$ cat src/rtl/neopix_pkg.sv
// Shared NeoPixel timing and types for the driver and the loopback receiver.
// All timing values are in 50 MHz clock cycles.
package neopix_pkg;

    localparam int T0H_CYC   = 20;
    localparam int T1H_CYC   = 40;
    localparam int BIT_CYC   = 63;
    localparam int RESET_CYC = 2500;

    typedef struct packed {
        logic [7:0] g;
        logic [7:0] r;
        logic [7:0] b;
    } grb_t;

    typedef enum logic [1:0] {ARM, IDLE, HIGH, LOW} neo_rx_state_t;

endpackage

$ cat src/rtl/neo_pulse_timer.sv
// Synchronizes the NeoPixel line and measures its high pulses and low gaps.
// Outputs refer to the synchronized level, which lags neo_in by 2 cycles.
module neo_pulse_timer #(
    parameter int MAX_HIGH     = 75,
    parameter int RESET_CYCLES = 2500,
    parameter int HW           = $clog2(MAX_HIGH + 2)
) (
    input  logic          clock,
    input  logic          reset,
    input  logic          neo_in,
    output logic          rise,
    output logic          fall,
    output logic [HW-1:0] high_width,
    output logic          gap_seen
);

    localparam int LW = $clog2(RESET_CYCLES + 1);

    // [0],[1] form the synchronizer; [2] is the previous synchronized level.
    logic [2:0]    sync;
    logic [LW-1:0] low_cnt;
    logic          lvl;

    assign lvl = sync[1];

    always_ff @(posedge clock) begin
        if (!reset) begin
            sync       <= '0;
            high_width <= '0;
            low_cnt    <= '0;
        end else begin
            sync <= {sync[1:0], neo_in};
            if (!lvl)
                high_width <= '0;
            else if (high_width < HW'(MAX_HIGH + 1))
                high_width <= high_width + 1'b1;
            if (lvl)
                low_cnt <= '0;
            else if (low_cnt < LW'(RESET_CYCLES))
                low_cnt <= low_cnt + 1'b1;
        end
    end

    // high_width holds the full pulse width in the cycle the fall is seen.
    assign rise     = lvl & ~sync[2];
    assign fall     = ~lvl & sync[2];
    assign gap_seen = ~lvl && (low_cnt == LW'(RESET_CYCLES - 1));

endmodule

$ cat src/rtl/neopixel_rx.sv
// WS2812 receiver: decodes the one-wire waveform into indexed 24-bit GRB words.
// pixel_valid fires the cycle after bit 24's falling edge; frame_done on the reset gap.
module neopixel_rx
    import neopix_pkg::*;
#(
    parameter int MIN_HIGH     = 5,
    parameter int ONE_THRESH   = 30,
    parameter int MAX_HIGH     = 75,
    parameter int RESET_CYCLES = RESET_CYC,
    parameter int MAX_PIXELS   = 32
) (
    input  logic                            clock,
    input  logic                            reset,
    input  logic                            neo_in,
    output logic                            pixel_valid,
    output logic [$clog2(MAX_PIXELS)-1:0]   pixel_index,
    output logic [7:0]                      pixel_green,
    output logic [7:0]                      pixel_red,
    output logic [7:0]                      pixel_blue,
    output logic                            frame_done,
    output logic [$clog2(MAX_PIXELS+1)-1:0] pixel_count,
    output logic                            err_timing,
    output logic                            err_partial,
    output logic                            err_overflow
);

    localparam int HW = $clog2(MAX_HIGH + 2);
    localparam int IW = $clog2(MAX_PIXELS);
    localparam int CW = $clog2(MAX_PIXELS + 1);

    neo_rx_state_t state;
    logic [22:0]   shreg;
    logic [4:0]    bit_cnt;
    logic [CW-1:0] word_cnt;
    logic          bits_seen;
    logic          rise, fall, gap_seen;
    logic [HW-1:0] high_width;
    logic          bit_val;
    grb_t          pix;

    neo_pulse_timer #(
        .MAX_HIGH     (MAX_HIGH),
        .RESET_CYCLES (RESET_CYCLES),
        .HW           (HW)
    ) u_timer (
        .clock      (clock),
        .reset      (reset),
        .neo_in     (neo_in),
        .rise       (rise),
        .fall       (fall),
        .high_width (high_width),
        .gap_seen   (gap_seen)
    );

    assign bit_val = (high_width >= HW'(ONE_THRESH));
    assign pix     = grb_t'({shreg, bit_val});

    always_ff @(posedge clock) begin
        if (!reset) begin
            state        <= ARM;
            shreg        <= '0;
            bit_cnt      <= '0;
            word_cnt     <= '0;
            bits_seen    <= 1'b0;
            pixel_valid  <= 1'b0;
            pixel_index  <= '0;
            pixel_green  <= '0;
            pixel_red    <= '0;
            pixel_blue   <= '0;
            frame_done   <= 1'b0;
            pixel_count  <= '0;
            err_timing   <= 1'b0;
            err_partial  <= 1'b0;
            err_overflow <= 1'b0;
        end else begin
            pixel_valid <= 1'b0;
            frame_done  <= 1'b0;
            unique case (state)
                ARM: if (gap_seen) state <= IDLE;
                IDLE: if (rise) begin
                    state        <= HIGH;
                    bit_cnt      <= '0;
                    word_cnt     <= '0;
                    bits_seen    <= 1'b0;
                    err_timing   <= 1'b0;
                    err_partial  <= 1'b0;
                    err_overflow <= 1'b0;
                end
                HIGH: if (fall) begin
                    if (high_width < HW'(MIN_HIGH)) begin
                        state <= LOW;
                    end else if (high_width > HW'(MAX_HIGH)) begin
                        err_timing <= 1'b1;
                        bit_cnt    <= '0;
                        state      <= ARM;
                    end else begin
                        state     <= LOW;
                        bits_seen <= 1'b1;
                        if (bit_cnt == 5'd23) begin
                            bit_cnt <= '0;
                            // Words past MAX_PIXELS are counted as overflow only.
                            if (word_cnt < CW'(MAX_PIXELS)) begin
                                pixel_valid <= 1'b1;
                                pixel_index <= word_cnt[IW-1:0];
                                pixel_green <= pix.g;
                                pixel_red   <= pix.r;
                                pixel_blue  <= pix.b;
                                word_cnt    <= word_cnt + 1'b1;
                            end else begin
                                err_overflow <= 1'b1;
                            end
                        end else begin
                            shreg   <= {shreg[21:0], bit_val};
                            bit_cnt <= bit_cnt + 1'b1;
                        end
                    end
                end
                LOW: if (gap_seen) begin
                    state   <= IDLE;
                    bit_cnt <= '0;
                    if (bits_seen) begin
                        frame_done  <= 1'b1;
                        pixel_count <= word_cnt;
                        if (bit_cnt != 5'd0) err_partial <= 1'b1;
                    end
                end else if (rise) begin
                    state <= HIGH;
                end
            endcase
        end
    end

endmodule

$ cat config.mk
export PLATFORM = sky130hd
export DESIGN_NAME = neopixel_rx
export DESIGN_NICKNAME = d
export VERILOG_FILES = /design/src/rtl/neopix_pkg.sv /design/src/rtl/neo_pulse_timer.sv /design/src/rtl/neopixel_rx.sv
export SDC_FILE = /design/constraint.sdc
export NUM_CORES = 1
export LEC_CHECK = 0
export CAP_MARGIN = 10
export CELL_PAD_IN_SITES_DETAIL_PLACEMENT = 0
export CELL_PAD_IN_SITES_GLOBAL_PLACEMENT = 1
export CORE_MARGIN = 3
export CORE_UTILIZATION = 35
export DETAILED_ROUTE_END_ITERATION = 12
export PLACE_DENSITY = 0.72
export REMOVE_ABC_BUFFERS = 1
export SYNTH_ARGS = -nofsm -noshare
export SYNTH_HDL_FRONTEND = slang
export SYNTH_HIERARCHICAL = 1
export SYNTH_SLANG_ARGS = --single-unit
$ cat constraint.sdc
create_clock -name clock -period 3.3 [get_ports clock]
set_input_delay 0.99 -clock clock [delete_from_list [all_inputs] [get_ports clock]]
set_output_delay 0.99 -clock clock [all_outputs]
set_load 0.02 [all_outputs]
==> results.cfg <==
[global_route]
gr-usage-all-layers_pct = 15.7
grt_pass1_wl_microns = 16600
grt_pass1_vias = 3413
antenna_found_initial = 0
overflow = 0
grt_max_degree = 43

[critical_path]
r2r-end = bit_cnt[1]
reg2reg_from = u_timer/low_cnt[0]
worst-path-max-fanout = 6
crit_path_max_incr_delay_ns = 0.59
crit_family = simple AND/OR/NAND/NOR gates
r2r_slack_ns = 0.48
cp_num_buf_inv = 0
cp.required_ns = 3.58
path_class = reg -> reg
arrival_ns = 3.10
slowest_stage = or4b_2
cp-start-kind = flop
rr_worst_depth = 7
cp_cell_sequence = ha_1 > or4b_2 > nor3_1 > mux2_2 > a21boi_0 > or4bb_1 > a21oi_1
cp-end-kind = flop

[die]
coreArea_sq_um = 11600
die_h_microns = 115
std_cell_rows = 39
dieArea_sq_um = 13300
start_util_pct = 36.2
fp.dieW_microns = 115
io_pins = 43

[route]
drt_iter0_drc = 147
wl_microns = 9780
drt_first_pass_iters = 4
wl_per_cell_microns = 15.0
num_vias = 3489
drc = 0
ant_nets = 0
via_per_inst = 5.33

[logic_synthesis]
synth_edf_count = 0
syn_inst = 475
ys_types = 57
syn_area_sq_um = 4180
synth_top_flop_cell = dfxtp_1
ys_seq_elements = 99
async_reset_ff_share_pct = 0
yosys_warnings = 6
yosysSeqAreaShare_pct = 47.4
synth_area_per_cell_sq_um = 8.81

[status]
status = finished, final reports clean

[timing]
setup_viol = 0
finalSetupTns_ns = 0
maxSlewViolCount = 0
grt_setup_unrepaired = no
relSlewSlack_pct = 31.7
fin_crit_sh_pct = 85.5
fin_crit_ns = 2.82
max_freq_mhz = 354
fin_ws_ns = 0.478
finalClockSkew_ns = 0.00608
max_slew.worst_pin.slew_ns = 1.02
hold_viol = 0

[clocking]
cts_tree = yes
cts_buffer_depth = 2
hold_buffers = 0
clk-insertion-delay-late_ns = 0.35
post_cts_resized = 0
path_clk_slew_ns = 0.06
cts_setup_buffers = 0
numCtsBuffers = 9
htreeDepth = 3
clock_sinks = 99
cts_root_buffer = clkbuf_16

[worst_hold_path]
hold_depth = 1
hold_end = u_timer/sync[1]
min-delay-start = u_timer/sync[0]
min_path_type = reg -> reg

[power]
switching_share_pct = 20.1
clkPwrFrac_pct = 46.9
power.leakage_nw = 1.82
pwr_density_cell_nw_per_um2 = 467
p_int_w = 0.00187
vdd.ir_drop.worst_v = 0.000211
p_comb_share_pct = 1.7
p_switching_w = 0.000471
power.total_w = 0.00234
p_seq_share_pct = 51.4

[finish]
antennaDiodeCount = 0
final_nets = 515
areaGrowthSynthToFinish_pct = 20.0
final_area_sq_um = 5020
nFillCells = 1135
register_area_sq_um = 1980
multi_input_area_sq_um = 2030
drive_gt1_share_pct = 6.46
postLayoutCoreUtil_pct = 43.4

[placed_design]
globalplace.congestion = 0.777
place_area_sq_um = 4710
numPortBuffers = 42
dpl_worst_slack_ns = 0.477
hpwl_microns = 6570

[run]
maxCapViolations = 0
-- power groups by stage --
stage / Sequential, W / Clock, W / Combinational [W]
2_1_floorplan: 0.00123 / 0 / 0.0000200
6_report: 0.00120 / 0.00110 / 0.0000403
5_1_grt: 0.00120 / 0.00118 / 0.0000455
3_3_place_gp: 0.00123 / 0 / 0.0000405
3_5_place_dp: 0.00123 / 0 / 0.0000412
4_1_cts: 0.00120 / 0.00113 / 0.0000411
-- cell usage in the layout, fill, tap and decap left out, types with 3 or more instances in the layout --
| master | instances |
|---|---|
| nor3_1 | 6 |
| nand4_1 | 11 |
| and3_1 | 5 |
| inv_1 | 9 |
| xor2_1 | 7 |
| xnor2_1 | 6 |
| buf_4 | 8 |
| o21a_1 | 4 |
| clkbuf_16 | 9 |
| a21oi_1 | 49 |
| a31oi_1 | 4 |
| nor4_1 | 4 |
| nand3_1 | 43 |
| and2_1 | 4 |
| nand2b_1 | 3 |
| o31ai_1 | 3 |
| mux2i_1 | 23 |
| clkdlybuf4s50_1 | 42 |
| a211oi_1 | 3 |
| nor2b_1 | 5 |
| o211ai_1 | 3 |
| o21ai_0 | 35 |
| ha_1 | 5 |
| nand2_1 | 54 |
| or3_1 | 3 |
| nor2_1 | 24 |
| dfxtp_1 | 99 |
-- how the worst max path moves through the flow --
stage / slack, ns / to / start / cells after the start
2_1_floorplan: 0.81 / bit_cnt[1] / u_timer/low_cnt[0] / 7
3_3_place_gp: 0.59 / bit_cnt[1] / u_timer/low_cnt[0] / 7
3_5_place_dp: 0.48 / bit_cnt[1] / u_timer/low_cnt[0] / 7
4_1_cts: 0.46 / bit_cnt[1] / u_timer/low_cnt[0] / 7
5_1_grt: 0.21 / bit_cnt[1] / u_timer/low_cnt[0] / 7
6_report: 0.48 / bit_cnt[1] / u_timer/low_cnt[0] / 7
-- stage by stage --
step / cells / hold slack, ns
3_5_place_dp: 639 / 0.424
3_3_place_gp: 639 / 0.414
5_1_grt: 654 / 0.467
4_1_cts: 654 / 0.441
6_report: 654 / 0.436
2_1_floorplan: 446 / 0.412
-- area by class of cell --
| type | instances | share of cell area (%) |
|---|---|---|
| flip-flops and latches | 99 | 39.5 |
| repair buffers | 50 | 9.58 |
| multi-input cells | 338 | 40.5 |
| inverters | 9 | 0.673 |
| well taps | 143 | 3.57 |
| clock buffers | 11 | 4.64 |
| clock inverters | 4 | 1.52 |
-- worst register-to-register path, cell delays in order (launching register included) --
cell and delay [ns]:
dfxtp_1 0.40, ha_1 0.26, or4b_2 0.59, nor3_1 0.36
mux2_2 0.25, a21boi_0 0.21, or4bb_1 0.55, a21oi_1 0.14
-- flip-flops by register name, indices dropped and copies added, names as in the netlist --
name,count
pixel_index,5
err_overflow,1
shreg,23
pixel_count,6
err_timing,1
pixel_valid,1
pixel_blue,8
u_timer/sync,3
pixel_red,8
u_timer/high_width,7
err_partial,1
word_cnt,6
state,2
u_timer/low_cnt,12
bits_seen,1
frame_done,1
bit_cnt,5
pixel_green,8
-- layer usage --
metal  global-route usage, %  wire length, microns  vias to the layer above
met5                       0                     0                        -
met4                    3.91                    87                        0
met3                    4.84                   412                        6
met2                    26.9                  4740                       70
met1                    19.3                  4540                     1638
li1                        -                     -                     1775
-- synthesized netlist by cell type, drive strengths merged, types with 2 or more instances --
master / n / area [sq um]
buf: 10 / 66.3
and3: 5 / 31.3
and2: 4 / 25.0
dfxtp: 99 / 1980
o21a: 4 / 30.0
nand3: 44 / 225
mux2i: 23 / 230
a31oi: 4 / 25.0
nand2b: 3 / 18.8
xnor2: 6 / 52.6
a211o: 2 / 17.5
o31ai: 3 / 22.5
o2111ai: 2 / 17.5
a21boi: 2 / 15.0
nor4b: 2 / 17.5
nand4: 12 / 81.3
nor4: 4 / 25.0
nor2b: 5 / 31.3
nand4b: 2 / 17.5
nor2: 24 / 90.1
o211ai: 3 / 22.5
nand2: 54 / 203
and4: 2 / 20.0
or3: 3 / 18.8
a211oi: 3 / 22.5
o21ai: 38 / 194
xor2: 7 / 61.3
ha: 5 / 62.6
a21oi: 50 / 254
inv: 9 / 33.8
clkbuf: 19 / 73.8
nor3: 7 / 40.0
-- cells by family (layout without fill, tap and decap cells) --
group	after synthesis	in the layout	synth area share (%)
AO/OA/AOI/OAI	119	119	16.8
multiplexers	24	24	5.77
buffers and inverters	38	74	4.16
flip-flops	99	99	47.4
adder cells (fa/ha/maj)	5	5	1.50
XOR/XNOR	13	13	2.72
AND/OR/NAND/NOR	177	177	21.7
(Power assumes the default switching activity.)
